==> src/rtl/timed_job_arbiter_if.sv <==
// Requester and engine signals of the timed job arbiter, bundled for port hookup.
// req: level request. gnt: one-hot owner, held from LAUNCH until job end. job_done/job_aborted:
// one-cycle pulses to the owner. eng_go/eng_kill: one-cycle engine commands, never together.
// eng_done: one-cycle engine pulse, honoured only while a job is running.
interface timed_job_arbiter_if #(
  parameter int N_REQ = 4
);
  logic [N_REQ-1:0] req;
  logic [N_REQ-1:0] cancel;
  logic [N_REQ-1:0] gnt;
  logic [N_REQ-1:0] job_done;
  logic [N_REQ-1:0] job_aborted;
  logic             busy;
  logic             eng_go;
  logic             eng_kill;
  logic             eng_done;

  modport slave (
    input  req, cancel, eng_done,
    output gnt, job_done, job_aborted, busy, eng_go, eng_kill
  );

  modport master (
    output req, cancel, eng_done,
    input  gnt, job_done, job_aborted, busy, eng_go, eng_kill
  );
endinterface

==> src/rtl/timed_job_arbiter.sv <==
// Round-robin arbiter sharing one go/kill/done engine among N_REQ requesters,
// with per-job watchdog, owner cancel, kill recovery gap and a post-reset engine flush.
module timed_job_arbiter #(
  parameter int N_REQ   = 4,
  parameter int TIMEOUT = 120,
  parameter int RECOVER = 2,
  parameter int TO_W    = 8
) (
  input  logic                 clk,
  input  logic                 rst,
  timed_job_arbiter_if.slave   bus,
  output logic [2:0]           dbg_state
);
  localparam int IW = (N_REQ > 1) ? $clog2(N_REQ) : 1;

  typedef enum logic [2:0] {
    S_RST    = 3'd0,
    S_FLUSH  = 3'd1,
    S_DRAIN  = 3'd2,
    S_IDLE   = 3'd3,
    S_LAUNCH = 3'd4,
    S_RUN    = 3'd5,
    S_KILL   = 3'd6
  } state_t;

  state_t            state, state_n;
  logic [IW-1:0]     ptr, ptr_n;
  logic [IW-1:0]     owner, owner_n;
  logic [IW-1:0]     sel, next_ptr;
  logic              sel_vld;
  logic [TO_W-1:0]   cnt;
  logic [N_REQ-1:0]  gnt_r, gnt_n;
  logic [N_REQ-1:0]  done_r, done_n;
  logic [N_REQ-1:0]  abort_r, abort_n;
  logic              busy_r, go_r, kill_r;

  function automatic logic [IW-1:0] wrap_add(input logic [IW-1:0] a, input int unsigned b);
    int unsigned s;
    s = 32'(a) + b;
    if (s >= 32'(N_REQ)) s = s - 32'(N_REQ);
    return IW'(s);
  endfunction

  assign next_ptr = wrap_add(owner, 1);

  // Descending scan so the smallest offset from the pointer is the one that sticks.
  always_comb begin
    sel     = ptr;
    sel_vld = 1'b0;
    for (int i = N_REQ - 1; i >= 0; i--) begin
      if (bus.req[wrap_add(ptr, i)]) begin
        sel     = wrap_add(ptr, i);
        sel_vld = 1'b1;
      end
    end
  end

  always_comb begin
    state_n = state;
    ptr_n   = ptr;
    owner_n = owner;
    gnt_n   = gnt_r;
    done_n  = '0;
    abort_n = '0;
    case (state)
      S_RST:   state_n = S_FLUSH;
      S_FLUSH: state_n = S_DRAIN;
      S_DRAIN: if (cnt == TO_W'(RECOVER - 1)) state_n = S_IDLE;
      S_IDLE: begin
        if (sel_vld) begin
          owner_n    = sel;
          gnt_n      = '0;
          gnt_n[sel] = 1'b1;
          state_n    = S_LAUNCH;
        end
      end
      S_LAUNCH: state_n = S_RUN;
      S_RUN: begin
        // Completion outranks both cancel and watchdog expiry in the same cycle.
        if (bus.eng_done) begin
          done_n  = gnt_r;
          gnt_n   = '0;
          ptr_n   = next_ptr;
          state_n = S_IDLE;
        end else if (bus.cancel[owner] || (cnt == TO_W'(TIMEOUT - 1))) begin
          state_n = S_KILL;
        end
      end
      S_KILL: begin
        abort_n = gnt_r;
        gnt_n   = '0;
        ptr_n   = next_ptr;
        state_n = S_DRAIN;
      end
      default: begin
        gnt_n   = '0;
        state_n = S_FLUSH;
      end
    endcase
  end

  // Outputs are registered from the next state so each one lines up with the state it belongs to.
  // cnt restarts on every state change: it is the watchdog in RUN and the gap counter in DRAIN.
  always_ff @(posedge clk) begin
    if (rst) begin
      state   <= S_RST;
      ptr     <= '0;
      owner   <= '0;
      cnt     <= '0;
      gnt_r   <= '0;
      done_r  <= '0;
      abort_r <= '0;
      busy_r  <= 1'b0;
      go_r    <= 1'b0;
      kill_r  <= 1'b0;
    end else begin
      state   <= state_n;
      ptr     <= ptr_n;
      owner   <= owner_n;
      cnt     <= (state_n != state) ? '0 : cnt + TO_W'(1);
      gnt_r   <= gnt_n;
      done_r  <= done_n;
      abort_r <= abort_n;
      busy_r  <= (state_n != S_IDLE);
      go_r    <= (state_n == S_LAUNCH);
      kill_r  <= (state_n == S_FLUSH) || (state_n == S_KILL);
    end
  end

  assign bus.gnt         = gnt_r;
  assign bus.job_done    = done_r;
  assign bus.job_aborted = abort_r;
  assign bus.busy        = busy_r;
  assign bus.eng_go      = go_r;
  assign bus.eng_kill    = kill_r;
  assign dbg_state       = state;
endmodule

==> src/flat_wrapper.sv <==
// flat-port wrapper written by rule: the top's interface ports become plain ports
module timed_job_arbiter_flat 
#(
  parameter int N_REQ   = 4,
  parameter int TIMEOUT = 120,
  parameter int RECOVER = 2,
  parameter int TO_W    = 8
)
  (clk, rst, dbg_state, bus_req, bus_cancel, bus_eng_done, bus_gnt, bus_job_done, bus_job_aborted, bus_busy, bus_eng_go, bus_eng_kill);
  timed_job_arbiter_if #(.N_REQ(N_REQ)) bus_i ();
  input  logic clk;
  input  logic rst;
  output logic [2:0] dbg_state;
  input wire logic [$bits(bus_i.req)-1:0] bus_req;
  input wire logic [$bits(bus_i.cancel)-1:0] bus_cancel;
  input wire logic [$bits(bus_i.eng_done)-1:0] bus_eng_done;
  output wire logic [$bits(bus_i.gnt)-1:0] bus_gnt;
  output wire logic [$bits(bus_i.job_done)-1:0] bus_job_done;
  output wire logic [$bits(bus_i.job_aborted)-1:0] bus_job_aborted;
  output wire logic [$bits(bus_i.busy)-1:0] bus_busy;
  output wire logic [$bits(bus_i.eng_go)-1:0] bus_eng_go;
  output wire logic [$bits(bus_i.eng_kill)-1:0] bus_eng_kill;
  assign bus_i.req = bus_req;
  assign bus_i.cancel = bus_cancel;
  assign bus_i.eng_done = bus_eng_done;
  assign bus_gnt = bus_i.gnt;
  assign bus_job_done = bus_i.job_done;
  assign bus_job_aborted = bus_i.job_aborted;
  assign bus_busy = bus_i.busy;
  assign bus_eng_go = bus_i.eng_go;
  assign bus_eng_kill = bus_i.eng_kill;
  timed_job_arbiter #(.N_REQ(N_REQ), .TIMEOUT(TIMEOUT), .RECOVER(RECOVER), .TO_W(TO_W)) u_core (.clk(clk), .rst(rst), .bus(bus_i), .dbg_state(dbg_state));
endmodule
==> config.mk <==
export PLATFORM = sky130hd
export DESIGN_NAME = timed_job_arbiter_flat
export DESIGN_NICKNAME = d
export VERILOG_FILES = /design/src/rtl/timed_job_arbiter_if.sv /design/src/rtl/timed_job_arbiter.sv /design/src/flat_wrapper.sv
export SDC_FILE = /design/constraint.sdc
export NUM_CORES = 1
export LEC_CHECK = 0
export ABC_AREA = 1
export BUFFER_PORTS_ARGS = -buffer_cell sky130_fd_sc_hd__buf_2
export CAP_MARGIN = 20
export CORE_MARGIN = 1
export CORE_UTILIZATION = 52
export DETAILED_ROUTE_END_ITERATION = 12
export GPL_ROUTABILITY_DRIVEN = 1
export GPL_TIMING_DRIVEN = 0
export PLACE_DENSITY = 0.72
export SLEW_MARGIN = 10
export SYNTH_ARGS = -nofsm -noshare
export SYNTH_HDL_FRONTEND = slang
export SYNTH_SLANG_ARGS = --single-unit
==> constraint.sdc <==
create_clock -name clk -period 4.35 [get_ports clk]
set_clock_uncertainty 0.1 [all_clocks]
set_input_delay 1.305 -clock clk [delete_from_list [all_inputs] [get_ports clk]]
set_output_delay 1.305 -clock clk [all_outputs]
set_load 0.03 [all_outputs]
* After elaboration in Yosys (flattened, before gate mapping)
Cells that the tools add are included.
Word-level totals: bits in registers 30, input bits 11, output and inout port bits 18, word-level logic and storage cells 99
Cells by class: add/subtract/negate cells 10, magnitude comparators 12, equal/unequal tests 15, muxes and demuxes 35, bitwise operators 4, reductions and logical operators 13
Operators with widths (count):
- two-way mux 2 bit | 10
- less-than comparator 2 x 3 -> 1 bit (second input constant) | 6
- equality test 3 bit (second input constant) | 5
- case mux 3 bit (5 select lines) | 1
- greater-or-equal comparator 3 bit (second input constant) | 4
- two-way mux 3 bit | 4
- case mux 4 bit (3 select lines) | 1
- binary-select mux 1 bit (select 2 bit) | 5
- two-way mux 1 bit | 10
- subtractor 2 x 1 -> 2 bit (second input constant) | 5
- adder 8 x 1 -> 8 bit (second input constant) | 1
- equality test 8 x 1 -> 1 bit (second input constant) | 1
- equality test 8 x 7 -> 1 bit (second input constant) | 1
- two-way mux 4 bit | 2
- adder 2 x 1 -> 3 bit (second input constant) | 2
- adder 2 x 2 -> 3 bit (second input constant) | 2
- equality test 3 x 1 -> 1 bit (second input constant) | 2
- equality test 3 x 2 -> 1 bit (second input constant) | 2
- OR reduction 2 bit | 3
- NOT 1 bit | 4
- case mux 2 bit (2 select lines) | 1
- AND reduction 2 bit | 2
- OR reduction 4 bit | 1
- greater-or-equal comparator 2 x 3 -> 1 bit (second input constant) | 1
- other kinds (12) | 13

* Longest topological paths before layout
Gate-level depths: netlist of the first run.
depth in word-level cells 15, gate-level depth with buffers 13, depth with buffers taken out 12

* Worst setup path after synthesis of the first run
No wires, ideal clock.
path type input -> register, start point input bus_req[0], end point register u_core.kill_r, in the netlist u_core.bus.eng_kill, setup time 113 ps, arrival 2141 ps, data required time 4137 ps, slack 1996 ps, cell stages on the path 8, path buffers 0, cells stage by stage nand2_1 > nand2_2 > nand2_1 > nand3_2 > o21ai_0 > a21oi_1 > nor2_1 > nor2_1
On the way: longest elaborated chain between the ends 10, elaborated cells between the ends (all ways) 17, classes of those cells eq/ne (2); mux (14); reduce/logical (1)
RTL lines:
- start, declared | RTL line flat_wrapper.sv:14 | input wire logic [$bits(bus_i.req)-1:0] bus_req;
- binary-select mux 1 bit (select 2 bit) | RTL line timed_job_arbiter.sv:51 | if (bus.req[wrap_add(ptr, i)]) begin
- two-way mux 1 bit (not written as such) | RTL line timed_job_arbiter.sv:51
- two-way mux 1 bit (3 in series) | RTL line timed_job_arbiter.sv:51
- two-way mux 1 bit * | RTL line timed_job_arbiter.sv:51
- two-way mux 3 bit * | RTL line timed_job_arbiter.sv:70 | if (sel_vld) begin
- case mux 3 bit (5 select lines) * | RTL line timed_job_arbiter.sv:65 | case (state)
- equality test 3 x 1 -> 1 bit or equality test 3 bit (tied branches) | RTL line timed_job_arbiter.sv:126 | kill_r <= (state_n == S_FLUSH) || (state_n == S_KILL);
- logical OR 1 bit * | RTL line timed_job_arbiter.sv:126
- end signal, assigned | RTL line timed_job_arbiter.sv:126
- end, declared | RTL line timed_job_arbiter.sv:35 | logic busy_r, go_r, kill_r;
Every way passes the cells marked *; elsewhere a longest branch is shown, timed or not. The select of a mux whose other input is x is not followed. A chain may end at the register's enable or synchronous reset.

* Worst setup path after layout of the first run
start point register u_core.state[2], in the netlist u_core.dbg_state[2], end point output dbg_state[2]
RTL lines:
- start, declared | RTL line timed_job_arbiter.sv:26 | state_t state, state_n;
- start signal, assigned | RTL line timed_job_arbiter.sv:117 | state <= state_n;
- end, declared | RTL line flat_wrapper.sv:13 | output logic [2:0] dbg_state;
No word-level cell between the ends.

==> impl_metrics.toml, run 1 <==
[clocking]
clk_latency_ns = 0.32
cts_made_buffers = 5
ctsResizeCount = 0
htreeDepth = 2
post-cts-setup-buffers = 0
path_clk_slew_ns = 0.10
clockRootBuffer = "clkbuf_4"
clock-sinks = 30
clock_path_buffers = 2
cts_tree = "yes"
cts_hold_buf = 0

[layout]
antenna_cells = 0
area_growth_pct = 15.7
drive_gt1_share_pct = 21.0
fin_nets = 274

[drt]
ant_nets = 0
wire_per_inst_um = 10.0
drc_errors = 0
drt_wl_total_mm = 2.93
vias_per_cell = 4.95
vias = 1451
first_pass_iters = 4
drt-initial-drc-count = 70

[synth]
syn_nets = 239
seq_area_frac_synth_pct = 38.8
synth_xor_area_share_pct = 2.83
ys.flop_type = "dfxtp_1"
synth_area_leaders = "dfxtp_1, nand2_1, nor2_1, inv_1, nand3_1"
ys_seq_elements = 30
yosysTopAreaCell = "dfxtp_1"
synth_top_area_share_pct = 38.8
synthMuxAreaShare_pct = 0
synth_compound_area_share_pct = 8.00
ys_types = 27
ys_warn_count = 0
synthCells = 226
synth-edff-count = 0
syn_avg_cell_area_um2 = 6.85
synth_top_family_by_area = "simple AND/OR/NAND/NOR gates"
synthAdderAreaFrac_pct = 1.62
synth_simple_gate_area_share_pct = 40.1
synthesis.area_um2 = 1550
async_reset_ff_share_pct = 0

[sta]
worstMarginPinSlew_ns = 0.478
fin_hold_ws_ns = 0.368
post-route-min-period_ns = 2.41
period_share_pct = 55.5
final-max-slew-violation-count = 0
setup_tns_ns = 0
rsz0062_at_grt = "false"
slew-limit-headroom_pct = 68.2
hold_viol_final = 0
max_freq_mhz = 415
setup-violations-final = 0

[die]
dieArea_um2 = 3200
die_w_um = 56.6
initial_utilization_pct = 55.7
dieHeight_um = 56.6
io_pins = 29
std_cell_rows = 19
core_area_um2 = 2780

[worst_setup_path]
cp_cell_sequence = "buf_2"
cpPeakStageDelay_ns = 0.45
crit_type = "reg2out"
crit_family = "flip-flops"
arrival_ns = 1.01
cp_num_buf_inv = 1
cp-end-kind = "primary output"
crit_slowest_cell = "dfxtp_1"
cp_max_fo = 6
critPathLaunchType = "flop"
crit_required_ns = 2.94

[power_and_ir_drop]
total_leakage_power_nw = 0.853
power.density_nw_per_um2 = 332
vdd_ir_drop_max_uv = 280
p_total_uw = 596

[flow_run]
max-cap-violations = 0

[global_routing]
grt_pass1_wl_mm = 5.00
grt_start_max_net_pins = 11
grt_usage_pct = 19.6
antenna_found_initial = 0
grt_pass1_vias = 1215
gr-total-overflow = 0

[placement]
port_buffers = 28
place_congestion = 0.877
hpwl_mm = 2.31

[outcome]
status = "completed"

[hold_path]
min_path_type = "reg2reg"
report_power, final:
group	switching, mW	internal, mW
clock network	0.0981	0.0776
logic	0.0824	0.0400
registers	0.0107	0.287
worst paths after layout:
path | start | endpoint | slack (ns) | cells past startpoint
min reg2reg | u_core.bus.gnt[3] | u_core.bus.job_done[3] | 0.37 | 2
min | u_core.bus.gnt[3] | u_core.bus.job_done[3] | 0.37 | 2
max reg2reg | u_core.ptr[1] | u_core.bus.eng_kill | 2.55 | 9
max | u_core.dbg_state[2] | dbg_state[2] | 1.94 | 1
flip-flops by register name (all words and copies together) (netlist names):
| signal | count |
|---|---|
| u_core.bus.busy | 1 |
| u_core.cnt | 8 |
| u_core.bus.job_aborted | 4 |
| u_core.bus.gnt | 4 |
| u_core.dbg_state | 3 |
| u_core.bus.eng_kill | 1 |
| u_core.ptr | 2 |
| u_core.bus.eng_go | 1 |
| u_core.owner | 2 |
| u_core.bus.job_done | 4 |
stage by stage:
step	area, µm²	utilization (%)	std cells	setup slack, ns
floorplan	1550	-	226	2.00
detailed placement	1730	62.1	285	1.66
finish	1790	64.4	293	1.94
global placement	1730	62.1	285	1.64
CTS	1790	64.4	293	1.95
global route	1790	64.4	293	1.88
Yosys cell counts (all sizes together), types with 3 or more instances:
| cell type | count |
|---|---|
| inv | 31 |
| o21ai | 5 |
| dfxtp | 30 |
| nand2 | 64 |
| a21oi | 13 |
| nand3 | 22 |
| nor2 | 37 |
| xor2 | 3 |
| nand4 | 8 |
area by class of cell:
type | count | area, µm²
Clock inverter | 2 | 12.5
Inverter | 31 | 119
Timing Repair Buffer | 28 | 140
Tap cell | 31 | 38.8
Sequential cell | 30 | 601
Buffer | 2 | 15.0
Multi-Input combinational cell | 163 | 815
Fill cell | 267 | 990
Clock buffer | 6 | 51.3
logic make-up after synthesis:
logic type / Yosys count
adder cells (fa/ha/maj): 2
buffers and inverters: 33
flip-flops: 30
AND/OR/NAND/NOR: 135
AO/OA/AOI/OAI: 21
XOR/XNOR: 5
cells in the final DEF, fill, tap and decap left out, drive strengths merged:
master    synthesis  routed
a211oi            1       1
a21oi            13      13
a22oi             1       1
buf               1      29
clkbuf            1       7
clkinv            0       1
clkinvlp          0       1
dfxtp            30      30
ha                2       2
inv              31      31
nand2            64      64
nand3            22      22
nand4             8       8
nor2             37      37
nor3              2       2
o211ai            1       1
o21ai             5       5
or2               2       2
xnor2             2       2
xor2              3       3
layer usage:
metal	GRT usage [%]	vias up	share of wire (%)
met5	0	-	0
met4	6.97	0	1.1
met3	5.53	5	4.6
met2	29.6	32	42
met1	26.7	622	52
li1	-	792	-
Note: power is estimated with default switching activity, not from simulation.
==> run 2: changes to the inputs <==
- CORE_UTILIZATION: 52 -> 49
- clock period: 4.35 -> 2.07 ns (I/O delays scaled with it)
==> run 2 against run 1 <==
Against the previous run: global-route usage decreased by 0.20 points; hold slack improved by 0.0020 ns; wire length decreased by 0.85%; count of clock-buffer cells in the layout decreased by 1; setup slack lost 1.7 ns; register-to-register slack got worse by 2.3 ns.
==> impl_metrics.toml, run 2 (synthesized netlist as in run 1, its figures left out) <==
[outcome]
status = "completed"

[drt]
vias_per_cell = 4.67
drt_wl_total_mm = 2.91
vias = 1429
drt-initial-drc-count = 35
first_pass_iters = 4
ant_nets = 0
drc_errors = 0
wire_per_inst_um = 9.51

[layout]
antenna_cells = 0
largest_reg_flops = 8
fin_nets = 274
drive_gt1_share_pct = 21.0
mostFrequentLayoutCell = "nand2_1"
layout_common_cells = "nand2_1, nor2_1, dfxtp_1"
largest-register = "u_core.cnt"
fillers = 303
area_growth_pct = 17.6

[hold_path]
min_path_type = "reg2reg"

[sta]
final-max-slew-violation-count = 0
post-route-min-period_ns = 1.79
period_share_pct = 86.4
max_freq_mhz = 559
worstMarginPinSlew_ns = 0.477
hold_viol_final = 0
rsz0062_at_grt = "false"
setup_tns_ns = 0
fin_hold_ws_ns = 0.370
layout_setup_ws_ns = 0.282
setup-violations-final = 0
slew-limit-headroom_pct = 68.2

[placement]
place_ws_ns = 0.0793
port_buffers = 28
hpwl_mm = 2.30
place_congestion = 0.940

[die]
core_area_um2 = 3030
io_pins = 29
std_cell_rows = 20
initial_utilization_pct = 51.2
dieArea_um2 = 3390
die_w_um = 58.2
dieHeight_um = 58.2

[power_and_ir_drop]
power.density_nw_per_um2 = 729
p_total_mw = 1.33
total_leakage_power_nw = 0.864
vdd_ir_drop_max_uv = 613

[flow_run]
max-cap-violations = 0

[worst_setup_path]
crit_required_ns = 2.20
cp_max_fo = 6
crit_family = "simple AND/OR/NAND/NOR gates"
critPathLaunchType = "flop"
cp_cell_sequence = "inv_2 -> nand2_1 -> nand2_2 -> nand2_2 -> nand3_2 -> o21ai_0 -> a21oi_1 -> nor2_1 -> nor2_1"
cpPeakStageDelay_ns = 0.45
crit_type = "reg2reg"
cp-end-kind = "flop"
arrival_ns = 1.92
crit_slowest_cell = "dfxtp_1"
cp_num_buf_inv = 1

[clocking]
htreeDepth = 2
post-cts-setup-buffers = 0
cts_made_buffers = 5
clockRootBuffer = "clkbuf_4"
cts_hold_buf = 0
ctsResizeCount = 0
path_clk_slew_ns = 0.09
cts_tree = "yes"
clock-sinks = 30
clock_path_buffers = 2
clk_latency_ns = 0.32

[global_routing]
gr-total-overflow = 0
antenna_found_initial = 0
grt_pass1_wl_mm = 5.00
grt_start_max_net_pins = 11
grt_usage_pct = 19.4
grt_pass1_vias = 1279
run 2: cell types whose count changed in the layout (fill, tap and decap cells not counted):
cell        previous run  this run
clkbuf_8               1         0
bufinv_16              0         1
clkinvlp_4             1         0
clkinv_2               1         2
run 2: final timing paths:
check             slack [ns]         startpoint  cells past startpoint                   endpoint
setup / recovery        0.28      u_core.ptr[1]                      9        u_core.bus.eng_kill
hold / removal          0.37  u_core.bus.gnt[1]                      2  u_core.bus.job_aborted[1]
hold reg to reg         0.37  u_core.bus.gnt[1]                      2  u_core.bus.job_aborted[1]
setup reg to reg        0.28      u_core.ptr[1]                      9        u_core.bus.eng_kill
run 2: report_power, final:
group	switching, mW	total, mW	internal (mW)
clock network	0.197	0.446	0.250
registers	0.0235	0.626	0.603
logic	0.171	0.255	0.0841
total	0.391	1.33	0.937
run 2: worst register-to-register path, cell delays in order (launching register included):
cell	delay (ns)
dfxtp_1	0.45
inv_2	0.10
nand2_1	0.09
nand2_2	0.07
nand2_2	0.07
nand3_2	0.12
o21ai_0	0.38
a21oi_1	0.14
nor2_1	0.12
nor2_1	0.05
run 2: cell type report:
cell class                 instances  area (µm²)  area share, %
multi-input combinational        163         815           44.7
sequential                        30         601           33.0
timing repair buffer              28         140           7.69
inverter                          31         119           6.52
tap                               44        55.1           3.02
clock inverter                     3        40.0           2.20
clock buffer                       5        37.5           2.06
buffer                             2        15.0          0.824
run 2: layer usage:
| layer | track usage [%] | part of all wire, % | wire [µm] |
|---|---|---|---|
| met5 | 0 | 0 | 0 |
| met3 | 5.58 | 4.0 | 117 |
| met4 | 9.52 | 1.9 | 55 |
| met1 | 22.8 | 49 | 1430 |
| met2 | 32.3 | 45 | 1300 |
run 2: per-stage QoR:
stage / area (µm²) / instances / utilization, %
2_1_floorplan: 1550 / 226 / -
3_3_place_gp: 1740 / 298 / 57.6
3_5_place_dp: 1740 / 298 / 57.6
4_1_cts: 1820 / 306 / 60.2
5_1_grt: 1820 / 306 / 60.2
6_report: 1820 / 306 / 60.2
